<file path="config.mk">
export PLATFORM = sky130hd
export DESIGN_NAME = muldiv_ctrl
export DESIGN_NICKNAME = d
export VERILOG_FILES = /design/src/rtl/muldiv_ctrl_pkg.sv /design/src/rtl/muldiv_ctrl_div_radix2.sv /design/src/rtl/muldiv_ctrl.sv
export SDC_FILE = /design/constraint.sdc
export NUM_CORES = 2
export LEC_CHECK = 0
export BUFFER_PORTS_ARGS = -buffer_cell sky130_fd_sc_hd__buf_2
export CORE_AREA = 4 4 381 383
export DETAILED_ROUTE_END_ITERATION = 8
export DIE_AREA = 0 0 385 387
export PLACE_DENSITY = 0.7
export RECOVER_POWER = 50
export SYNTH_ARGS = -nofsm -noshare
export SYNTH_HDL_FRONTEND = slang
export SYNTH_SLANG_ARGS = --single-unit
</file>
<file path="constraint.sdc">
create_clock -name clk -period 10.66 [get_ports clk]
set_input_delay 1.066 -clock clk [delete_from_list [all_inputs] [get_ports clk]]
set_output_delay 1.066 -clock clk [all_outputs]
set_load 0.005 [all_outputs]
</file>
<file path="src/rtl/muldiv_ctrl_pkg.sv">
// Shared encodings for the HI/LO multiply/divide sequencer: op bit positions,
// divider iteration count and FSM state encoding.
package muldiv_ctrl_pkg;

    localparam int MD_OP_WD  = 4;
    localparam int MD_MULT   = 3;
    localparam int MD_MULTU  = 2;
    localparam int MD_DIV    = 1;
    localparam int MD_DIVU   = 0;
    localparam int DIV_ITERS = 32;

    typedef enum logic [1:0] {
        ST_IDLE     = 2'd0,
        ST_MUL      = 2'd1,
        ST_DIV_ITER = 2'd2,
        ST_DIV_FIX  = 2'd3
    } md_state_e;

    // Magnitude as an unsigned value; 0x80000000 maps to 2^31.
    function automatic logic [31:0] abs32(input logic [31:0] v, input logic is_signed);
        return (is_signed && v[31]) ? 32'(-v) : v;
    endfunction

endpackage

</file>
<file path="src/rtl/muldiv_ctrl_div_radix2.sv">
// Iterative unsigned restoring divider: one quotient bit per step, operands
// loaded on start, everything cleared on clear or reset.
module muldiv_ctrl_div_radix2
    import muldiv_ctrl_pkg::*;
(
    input  logic        clk,
    input  logic        resetn,
    input  logic        clear,
    input  logic        start,
    input  logic        step,
    input  logic [31:0] dividend,
    input  logic [31:0] divisor,
    output logic [31:0] quo,
    output logic [31:0] rem
);

    logic [31:0] quo_q, quo_d;
    logic [31:0] rem_q, rem_d;
    logic [31:0] dvsr_q, dvsr_d;
    logic [32:0] rem_sh;
    logic [32:0] diff;

    always_comb begin
        quo_d  = quo_q;
        rem_d  = rem_q;
        dvsr_d = dvsr_q;
        rem_sh = {rem_q, quo_q[31]};
        diff   = rem_sh - {1'b0, dvsr_q};
        if (clear) begin
            quo_d  = '0;
            rem_d  = '0;
            dvsr_d = '0;
        end else if (start) begin
            quo_d  = dividend;
            rem_d  = '0;
            dvsr_d = divisor;
        end else if (step) begin
            // Dividend bits shift out of quo_q into rem while quotient bits shift in.
            if (!diff[32]) begin
                rem_d = diff[31:0];
                quo_d = {quo_q[30:0], 1'b1};
            end else begin
                rem_d = rem_sh[31:0];
                quo_d = {quo_q[30:0], 1'b0};
            end
        end
    end

    always_ff @(posedge clk) begin
        if (!resetn) begin
            quo_q  <= '0;
            rem_q  <= '0;
            dvsr_q <= '0;
        end else begin
            quo_q  <= quo_d;
            rem_q  <= rem_d;
            dvsr_q <= dvsr_d;
        end
    end

    assign quo = quo_q;
    assign rem = rem_q;

endmodule

</file>
<file path="src/rtl/muldiv_ctrl.sv">
// HI/LO multiply/divide sequencer: pipelined multiplier, iterative divider,
// MTHI/MTLO writes, flush, and busy/done status for the pipeline.
module muldiv_ctrl
    import muldiv_ctrl_pkg::*;
#(
    parameter int MUL_STAGES = 2
) (
    input  logic                clk,
    input  logic                resetn,
    input  logic                req_valid,
    output logic                req_ready,
    input  logic [MD_OP_WD-1:0] req_op,
    input  logic [31:0]         req_src1,
    input  logic [31:0]         req_src2,
    input  logic                mt_hi_we,
    input  logic                mt_lo_we,
    input  logic [31:0]         mt_data,
    input  logic                flush,
    output logic                busy,
    output logic                done,
    output logic [31:0]         hi_rdata,
    output logic [31:0]         lo_rdata,
    output md_state_e           dbg_state
);

    // Handshake: an op transfers on a posedge where req_valid & req_ready & ~flush;
    // req_ready is high exactly in IDLE and req_* must be stable while req_valid is high.

    localparam int MUL_DEPTH = (MUL_STAGES > 1) ? MUL_STAGES - 1 : 1;
    localparam int MUL_TAP   = (MUL_STAGES > 1) ? MUL_STAGES - 2 : 0;

    md_state_e   state_q, state_d;
    logic [5:0]  cnt_q, cnt_d;
    logic [31:0] hi_q, hi_d, lo_q, lo_d;
    logic [31:0] dividend_q, dividend_d;
    logic        done_q, done_d, busy_q, busy_d, ready_q, ready_d;
    logic        quo_neg_q, quo_neg_d, rem_neg_q, rem_neg_d;
    logic        div_zero_q, div_zero_d;
    logic [63:0] mul_pipe_q [MUL_DEPTH];
    logic [63:0] mul_pipe_d [MUL_DEPTH];

    logic        accept, op_onehot, op_mul, op_sdiv;
    logic [63:0] mul_a, mul_b, prod_c, mul_res;
    logic        div_start, div_step;
    logic [31:0] div_quo, div_rem, quo_fix, rem_fix;

    always_comb begin
        accept    = req_valid & ready_q & ~flush;
        op_onehot = $onehot(req_op);
        op_mul    = req_op[MD_MULT] | req_op[MD_MULTU];
        op_sdiv   = req_op[MD_DIV];
        mul_a     = req_op[MD_MULT] ? {{32{req_src1[31]}}, req_src1} : {32'd0, req_src1};
        mul_b     = req_op[MD_MULT] ? {{32{req_src2[31]}}, req_src2} : {32'd0, req_src2};
        prod_c    = mul_a * mul_b;
        mul_pipe_d[0] = prod_c;
        for (int i = 1; i < MUL_DEPTH; i++) begin
            mul_pipe_d[i] = mul_pipe_q[i-1];
        end
        mul_res = (MUL_STAGES == 1) ? prod_c : mul_pipe_q[MUL_TAP];
        quo_fix = quo_neg_q ? 32'(-div_quo) : div_quo;
        rem_fix = rem_neg_q ? 32'(-div_rem) : div_rem;
        div_step = (state_q == ST_DIV_ITER);
    end

    always_comb begin
        state_d    = state_q;
        cnt_d      = cnt_q;
        hi_d       = hi_q;
        lo_d       = lo_q;
        dividend_d = dividend_q;
        quo_neg_d  = quo_neg_q;
        rem_neg_d  = rem_neg_q;
        div_zero_d = div_zero_q;
        done_d     = 1'b0;
        div_start  = 1'b0;
        case (state_q)
            ST_IDLE: begin
                if (mt_hi_we) hi_d = mt_data;
                if (mt_lo_we) lo_d = mt_data;
                if (accept && op_onehot) begin
                    if (op_mul) begin
                        if (MUL_STAGES == 1) begin
                            {hi_d, lo_d} = prod_c;
                            done_d       = 1'b1;
                        end else begin
                            state_d = ST_MUL;
                            cnt_d   = 6'(MUL_STAGES - 1);
                        end
                    end else begin
                        state_d    = ST_DIV_ITER;
                        cnt_d      = 6'(DIV_ITERS);
                        div_start  = 1'b1;
                        dividend_d = req_src1;
                        quo_neg_d  = op_sdiv & (req_src1[31] ^ req_src2[31]);
                        rem_neg_d  = op_sdiv & req_src1[31];
                        div_zero_d = (req_src2 == 32'd0);
                    end
                end
            end
            ST_MUL: begin
                if (flush) begin
                    state_d = ST_IDLE;
                end else if (cnt_q == 6'd1) begin
                    state_d      = ST_IDLE;
                    {hi_d, lo_d} = mul_res;
                    done_d       = 1'b1;
                end else begin
                    cnt_d = cnt_q - 6'd1;
                end
            end
            ST_DIV_ITER: begin
                if (flush) begin
                    state_d = ST_IDLE;
                end else begin
                    cnt_d = cnt_q - 6'd1;
                    if (cnt_q == 6'd1) state_d = ST_DIV_FIX;
                end
            end
            ST_DIV_FIX: begin
                state_d = ST_IDLE;
                if (!flush) begin
                    // Divide by zero leaves the dividend in HI and all-ones in LO.
                    hi_d   = div_zero_q ? dividend_q : rem_fix;
                    lo_d   = div_zero_q ? 32'hFFFF_FFFF : quo_fix;
                    done_d = 1'b1;
                end
            end
            default: state_d = ST_IDLE;
        endcase
        busy_d  = (state_d != ST_IDLE);
        ready_d = (state_d == ST_IDLE);
    end

    always_ff @(posedge clk) begin
        if (!resetn) begin
            state_q    <= ST_IDLE;
            cnt_q      <= '0;
            hi_q       <= '0;
            lo_q       <= '0;
            dividend_q <= '0;
            quo_neg_q  <= 1'b0;
            rem_neg_q  <= 1'b0;
            div_zero_q <= 1'b0;
            done_q     <= 1'b0;
            busy_q     <= 1'b0;
            ready_q    <= 1'b1;
            for (int i = 0; i < MUL_DEPTH; i++) mul_pipe_q[i] <= '0;
        end else begin
            state_q    <= state_d;
            cnt_q      <= cnt_d;
            hi_q       <= hi_d;
            lo_q       <= lo_d;
            dividend_q <= dividend_d;
            quo_neg_q  <= quo_neg_d;
            rem_neg_q  <= rem_neg_d;
            div_zero_q <= div_zero_d;
            done_q     <= done_d;
            busy_q     <= busy_d;
            ready_q    <= ready_d;
            for (int i = 0; i < MUL_DEPTH; i++) mul_pipe_q[i] <= mul_pipe_d[i];
        end
    end

    always_ff @(posedge clk) begin
        if (resetn) begin
            if (req_valid && ready_q && !flush)
                assert ($onehot(req_op)) else $warning("muldiv_ctrl: req_op not one-hot at accept, ignored");
            if (state_q != ST_IDLE)
                assert (!(mt_hi_we || mt_lo_we)) else $warning("muldiv_ctrl: MTHI/MTLO while busy, ignored");
        end
    end

    muldiv_ctrl_div_radix2 u_div (
        .clk      (clk),
        .resetn   (resetn),
        .clear    (flush),
        .start    (div_start),
        .step     (div_step),
        .dividend (abs32(req_src1, op_sdiv)),
        .divisor  (abs32(req_src2, op_sdiv)),
        .quo      (div_quo),
        .rem      (div_rem)
    );

    assign req_ready = ready_q;
    assign busy      = busy_q;
    assign done      = done_q;
    assign hi_rdata  = hi_q;
    assign lo_rdata  = lo_q;
    assign dbg_state = state_q;

endmodule

</file>
Word level (Yosys, flattened, before mapping)

Memories as Yosys holds them, arrays and structs flattened.
Cells that the tools add are included.
Widths: inputs -> output; s select.

Flip-flop bits (word level): 206
Latch bits: 0
Bits in writable memories: 64
ROM bits: 0
Input bits: 106
Output and inout bits: 69
Logic and storage cells: 110
Memories kept: 1

$add $sub $neg: 9
$mul: 1
Div/mod/pow operators: 0
$lt $le $gt $ge: 0
Eq/ne operators: 13
Shifts and indexed selects: 0
Multiplexer cells: 46
Bitwise logic cells: 9
Reduce and logical (&&, ||, !) cells: 17

Memories:

| name       | depth | bits a word | read ports | clocked after Yosys merged registers in | write ports | RTL line          | RTL |
|---|---|---|---|---|---|---|---|
| mul_pipe_q | 1     | 64          | 1          | 0                                       | 1           | muldiv_ctrl.sv:39 | `logic [63:0] mul_pipe_q [MUL_DEPTH];` |

Operator list:

| cell                | number |
|---|---|
| $mux 32             | 17 |
| $mux 64             | 3 |
| $pmux 32 s3         | 2 |
| $neg 32->32         | 4 |
| $mul 64x64->64      | 1 |
| $reduce_or 64->1    | 1 |
| $sub 33x32->33      | 1 |
| $logic_not 32->1    | 1 |
| $mux 6              | 5 |
| $pmux 6 s3          | 1 |
| $ne 2x2->1 const B  | 8 |
| $reduce_and 5->1    | 3 |
| $mux 2              | 6 |
| $mux 1              | 10 |
| $pmux 2 s4          | 1 |
| $eq 6x1->1 const B  | 1 |
| $reduce_bool 3->1   | 2 |
| $sub 6x1->6 const B | 1 |
| $add 1x1->2         | 2 |
| $and 1x1->1         | 4 |
| $eq 2x2->1 const B  | 2 |
| $logic_not 2->1     | 2 |
| $reduce_bool 2->1   | 2 |
| $add 2x2->3         | 1 |
| other kinds (10)    | 14 |

Longest topological paths before layout

Depth after elaboration: 7
Gate-level depth with buffers: 35
Mapped depth without buffers: 32

Cells and area by module

A second synthesis with hierarchy kept.

Cell total of the unflattened synthesis: 7066
Area total of the unflattened synthesis: 63514.7 um^2

By module, submodules not included:

| module                 | times used | cells each | area each (um^2) | seq. area each (um^2) |
|---|---|---|---|---|
| muldiv_ctrl            | 1          | 6345       | 57625.3          | 3483.3 |
| muldiv_ctrl_div_radix2 | 1          | 721        | 5889.4           | 1921.8 |

Worst setup path after synthesis

Ideal clock, no wire load.

Path type: input to register
From: input port req_src1[31]
To: memory mul_pipe_q[0][61]
Setup time: 0.072 ns
Arrival time: 9.791 ns
Required time: 10.588 ns
Setup slack: 0.798 ns
Stages: 31
Path buffers: 2
Cell sequence: clkbuf_1 and2_1 clkbuf_1 nand2_1 inv_1 fa_1 inv_1 fa_1 inv_1 fa_1 inv_1 fa_1 inv_1 fa_1 fa_1 fa_1 fa_1 fa_1 inv_1 fa_1 inv_1 ha_1 a21o_1 o21ba_2 o221ai_1 a31oi_1 o21ai_0 a2111oi_0 nor3_1 a41oi_1 mux2i_1

Word-level cells in the longest chain between the ends: 3

RTL lines:

| what                     | RTL line          | RTL |
|---|---|---|
| start, declared          | muldiv_ctrl.sv:13 | `input logic [31:0] req_src1,` |
| $mux 64                  | muldiv_ctrl.sv:52 | `mul_a = req_op[MD_MULT] ? {{32{req_src1[31]}}, req_src1} : {32'd0, req_src1};` |
| $mul 64x64->64           | muldiv_ctrl.sv:54 | `prod_c = mul_a * mul_b;` |
| $mux 64 (no source line) | --                |  |
| end, declared            | muldiv_ctrl.sv:39 |  |

Every way passes these cells.

Final worst setup path

From: input port req_op[3]
To: memory mul_pipe_q[0][61]

Word-level cells in the longest chain between the ends: 3
Elaborated cells between the ends (all ways): 4
Those cells by class: mul (1); mux (3)

RTL lines:

| what                       | RTL line                             | RTL |
|---|---|---|
| start, declared            | muldiv_ctrl.sv:12                    | `input logic [MD_OP_WD-1:0] req_op,` |
| $mux 64 (on tied branches) | muldiv_ctrl.sv:52, muldiv_ctrl.sv:53 |  |
| $mul 64x64->64 *           | muldiv_ctrl.sv:54                    |  |
| $mux 64 (no source line) * | --                                   |  |

Mark *: on every way between the ends. The rest lies on a longest branch, timed or not.

==> impl_metrics.yaml <==
critical_path:
  crit_buf_inv: 5
  crit_path_start_kind: "primary input"
  r2r-start: "dbg_state[1]$_SDFF_PN0_"
  cp_slowest_cell: "a2111oi_0"
  path_delay_family: "adder cells"
  reg2reg_depth: 8
  r2r_slack_ns: 3.23
  crit_arrival_ns: 10.72
  required_ns: 11.19
  timing.critical_path.mode_cell: "fa_1"
  cpPeakStageDelay_ns: 0.78
  r2r-end: "lo_rdata[27]$_SDFFE_PN0P_"
  path_class: "in -> reg"
  cp_max_fo: 19
  end_kind: "flop"
hold_path:
  hold_class: "reg -> reg"
  hold_path_depth: 2
  holdPathEnd: "u_div.dvsr_q[25]$_SDFFE_PP0P_"
  hp-start: "u_div.dvsr_q[25]$_SDFFE_PP0P_"
synthesis:
  synth-seq-cells: 270
  synth_edf_count: 0
  syn-instance-count: 7108
  synth_seq_area_share: 0.0854
  synth_ff_type: "dfxtp_1"
  synthArstFlopShare: 0
  syn-cell-area_mm2: 0.0633
  ys_types: 71
  synth_nets: 8991
  syn_avg_cell_area_um2: 8.90
  ys_warn_count: 0
route:
  drt-pass1-iter-count: 6
  wl_per_cell_um: 24.0
  initialDrtViolationCount: 4565
  drc_errors: 0
  viasPerCell: 5.55
  ant_nets: 0
  num_vias: 49700
  routed_wl_um: 215000
cts:
  clock_sinks: 270
  h-tree-depth: 1
  clkTransAtPathRegs_ns: 0.07
  root_buffer: "clkbuf_16"
  post_cts_resized: 0
  cts_tree: "yes"
  cts_buffers: 30
  cts_buffer_depth: 3
  hold_buffers: 0
  postCtsSetupBuffers: 0
  worstSkewPairLatency_ns: 0.61
die:
  start_util: 0.448
  die_area_mm2: 0.149
  coreArea_mm2: 0.141
  die_h_um: 387
  fp.dieW_um: 385
  num_rows: 138
  io_pins: 175
status:
  violations: "max-capacitance violations, max-slew violations"
  status: "finished, violations left"
sta:
  final_max_slew_viol_count: 435
  min_period_ns: 10.20
  max_freq_mhz: 98.1
  rsz0062_at_grt: "false"
  fin_crit_sh: 0.957
  worstMarginPinSlew_ns: 3.79
  slew_headroom: -1.53
  skew_ns: 0.0364
  setup_viol: 0
  hold_viol: 0
global_route:
  grt_max_degree: 93
  grt_pass1_vias: 53800
  grt_usage: 0.292
  overflow: 0
  grt_pass1_wl_um: 328000
  antenna_found_initial: 19
flow_run:
  maxCapViolCount: 8
cells_and_area:
  post-route-util: 0.474
  nNetsFinal: 8913
  area_delta_synth_final_pct: 5.97
  drive_gt1_frac: 0.0474
place:
  portBuffers: 174
  gp_congestion: 1.00
  dp_hpwl_um: 177000
[tightest hold or removal path, cell delays in order (launching register included)]
cell and delay [ns]:
dfxtp_1 0.31, nand2_1 0.05, a21oi_1 0.05
[placed cells by master, fill, tap and decap left out, types with 69 or more instances in the layout]
cell type | netlist | routed
xnor2_1 | 149 | 149
buf_2 | 3 | 136
inv_1 | 1605 | 1604
xor2_1 | 92 | 92
buf_4 | 0 | 114
ha_1 | 363 | 361
fa_1 | 1414 | 1414
a211oi_1 | 86 | 86
mux2i_1 | 69 | 69
nor2_1 | 258 | 257
o21ai_0 | 218 | 219
nand2_1 | 746 | 746
and2_1 | 579 | 578
a21oi_1 | 214 | 212
dfxtp_1 | 270 | 269
[flip-flops by register name, summed over array words and instances (netlist names)]
register      flops
dividend_q       32
cnt_q             6
dbg_state         2
busy              1
mul_pipe_q       64
u_div.dvsr_q     32
quo_neg_q         1
u_div.quo        32
rem_neg_q         1
u_div.rem        32
done              1
req_ready         1
lo_rdata         32
hi_rdata         32
div_zero_q        1
[kinds of logic (layout without fill, tap and decap cells)]
logic type               count (synthesis)  after routing  share of synthesized area
AO/OA/AOI/OAI                          871            871                     0.0877
XOR/XNOR                               242            242                     0.0336
adder cells (fa/ha/maj)               1777           1777                      0.519
buffers and inverters                 2018           1960                      0.120
flip-flops                             270            270                     0.0854
multiplexers                            69             69                     0.0109
other                                    0             14                          0
AND/OR/NAND/NOR                       1861           1861                      0.144
[per-stage QoR]
stage          area [um2]  instances  hold WS, ns  setup slack, ns  TNS (ns)
6_report            67100       8954        0.453            0.463         0
5_1_grt             67100       8947        0.464           0.0977         0
3_3_place_gp        66100       8888        0.442            0.211         0
3_5_place_dp        66100       8888        0.444          -0.0988   -0.0988
4_1_cts             67100       8940        0.454            0.547         0
2_1_floorplan       63300       7108        0.432            0.798         0
[worst max path at each step]
stage | from | depth (start not counted) | endpoint
final | req_op[3] | 27 | mul_pipe_q[0][61]$_SDFF_PN0_
after global routing | req_op[3] | 27 | mul_pipe_q[0][61]$_SDFF_PN0_
after CTS | req_op[3] | 27 | mul_pipe_q[0][61]$_SDFF_PN0_
after detailed placement | req_op[3] | 27 | mul_pipe_q[0][61]$_SDFF_PN0_
after global placement | req_src1[16] | 28 | mul_pipe_q[0][56]$_SDFF_PN0_
after floorplan | req_src1[31] | 31 | mul_pipe_q[0][61]$_SDFF_PN0_
[Yosys cell counts (14+ instances only)]
library cell	number	area share
a211oi_1	86	0.010
a21o_1	56	0.0066
a21oi_1	214	0.017
a22o_1	16	0.0022
a22oi_1	47	0.0056
a311oi_1	20	0.0028
a31oi_1	58	0.0057
and2_1	579	0.057
and3_1	45	0.0044
buf_1	32	0.0019
clkbuf_1	377	0.022
dfxtp_1	270	0.085
fa_1	1414	0.45
ha_1	363	0.072
inv_1	1605	0.095
mux2i_1	69	0.011
nand2_1	746	0.044
nand2b_1	21	0.0021
nand3_1	37	0.0029
nand4_1	20	0.0020
nor2_1	258	0.015
nor3_1	51	0.0040
nor4_1	17	0.0017
o21a_1	18	0.0021
o21ai_0	218	0.017
o21bai_1	14	0.0017
o31ai_1	34	0.0040
o41ai_1	17	0.0024
or3_1	27	0.0027
or4_1	16	0.0019
xnor2_1	149	0.021
xor2_1	92	0.013
[cell type report]
class,instances,area (um2)
fillers,13600,74300
multi-input cells,4820,50400
inverters,1606,6030
flip-flops and latches,270,5410
well taps,1890,2360
repair buffers,302,1860
clock buffers,40,828
clock inverters,12,189
diodes,14,35.0
[per-layer routing]
metal | vias to the layer above | part of all wire | global-route usage
met5 | - | 0.00012 | 0
met4 | 4 | 0.075 | 0.172
met3 | 652 | 0.077 | 0.0480
met2 | 2178 | 0.48 | 0.494
met1 | 25600 | 0.36 | 0.349
li1 | 21300 | - | -
Power is not shown: default switching activity piles up to over one toggle a cycle in this logic, so the estimate is an artifact.
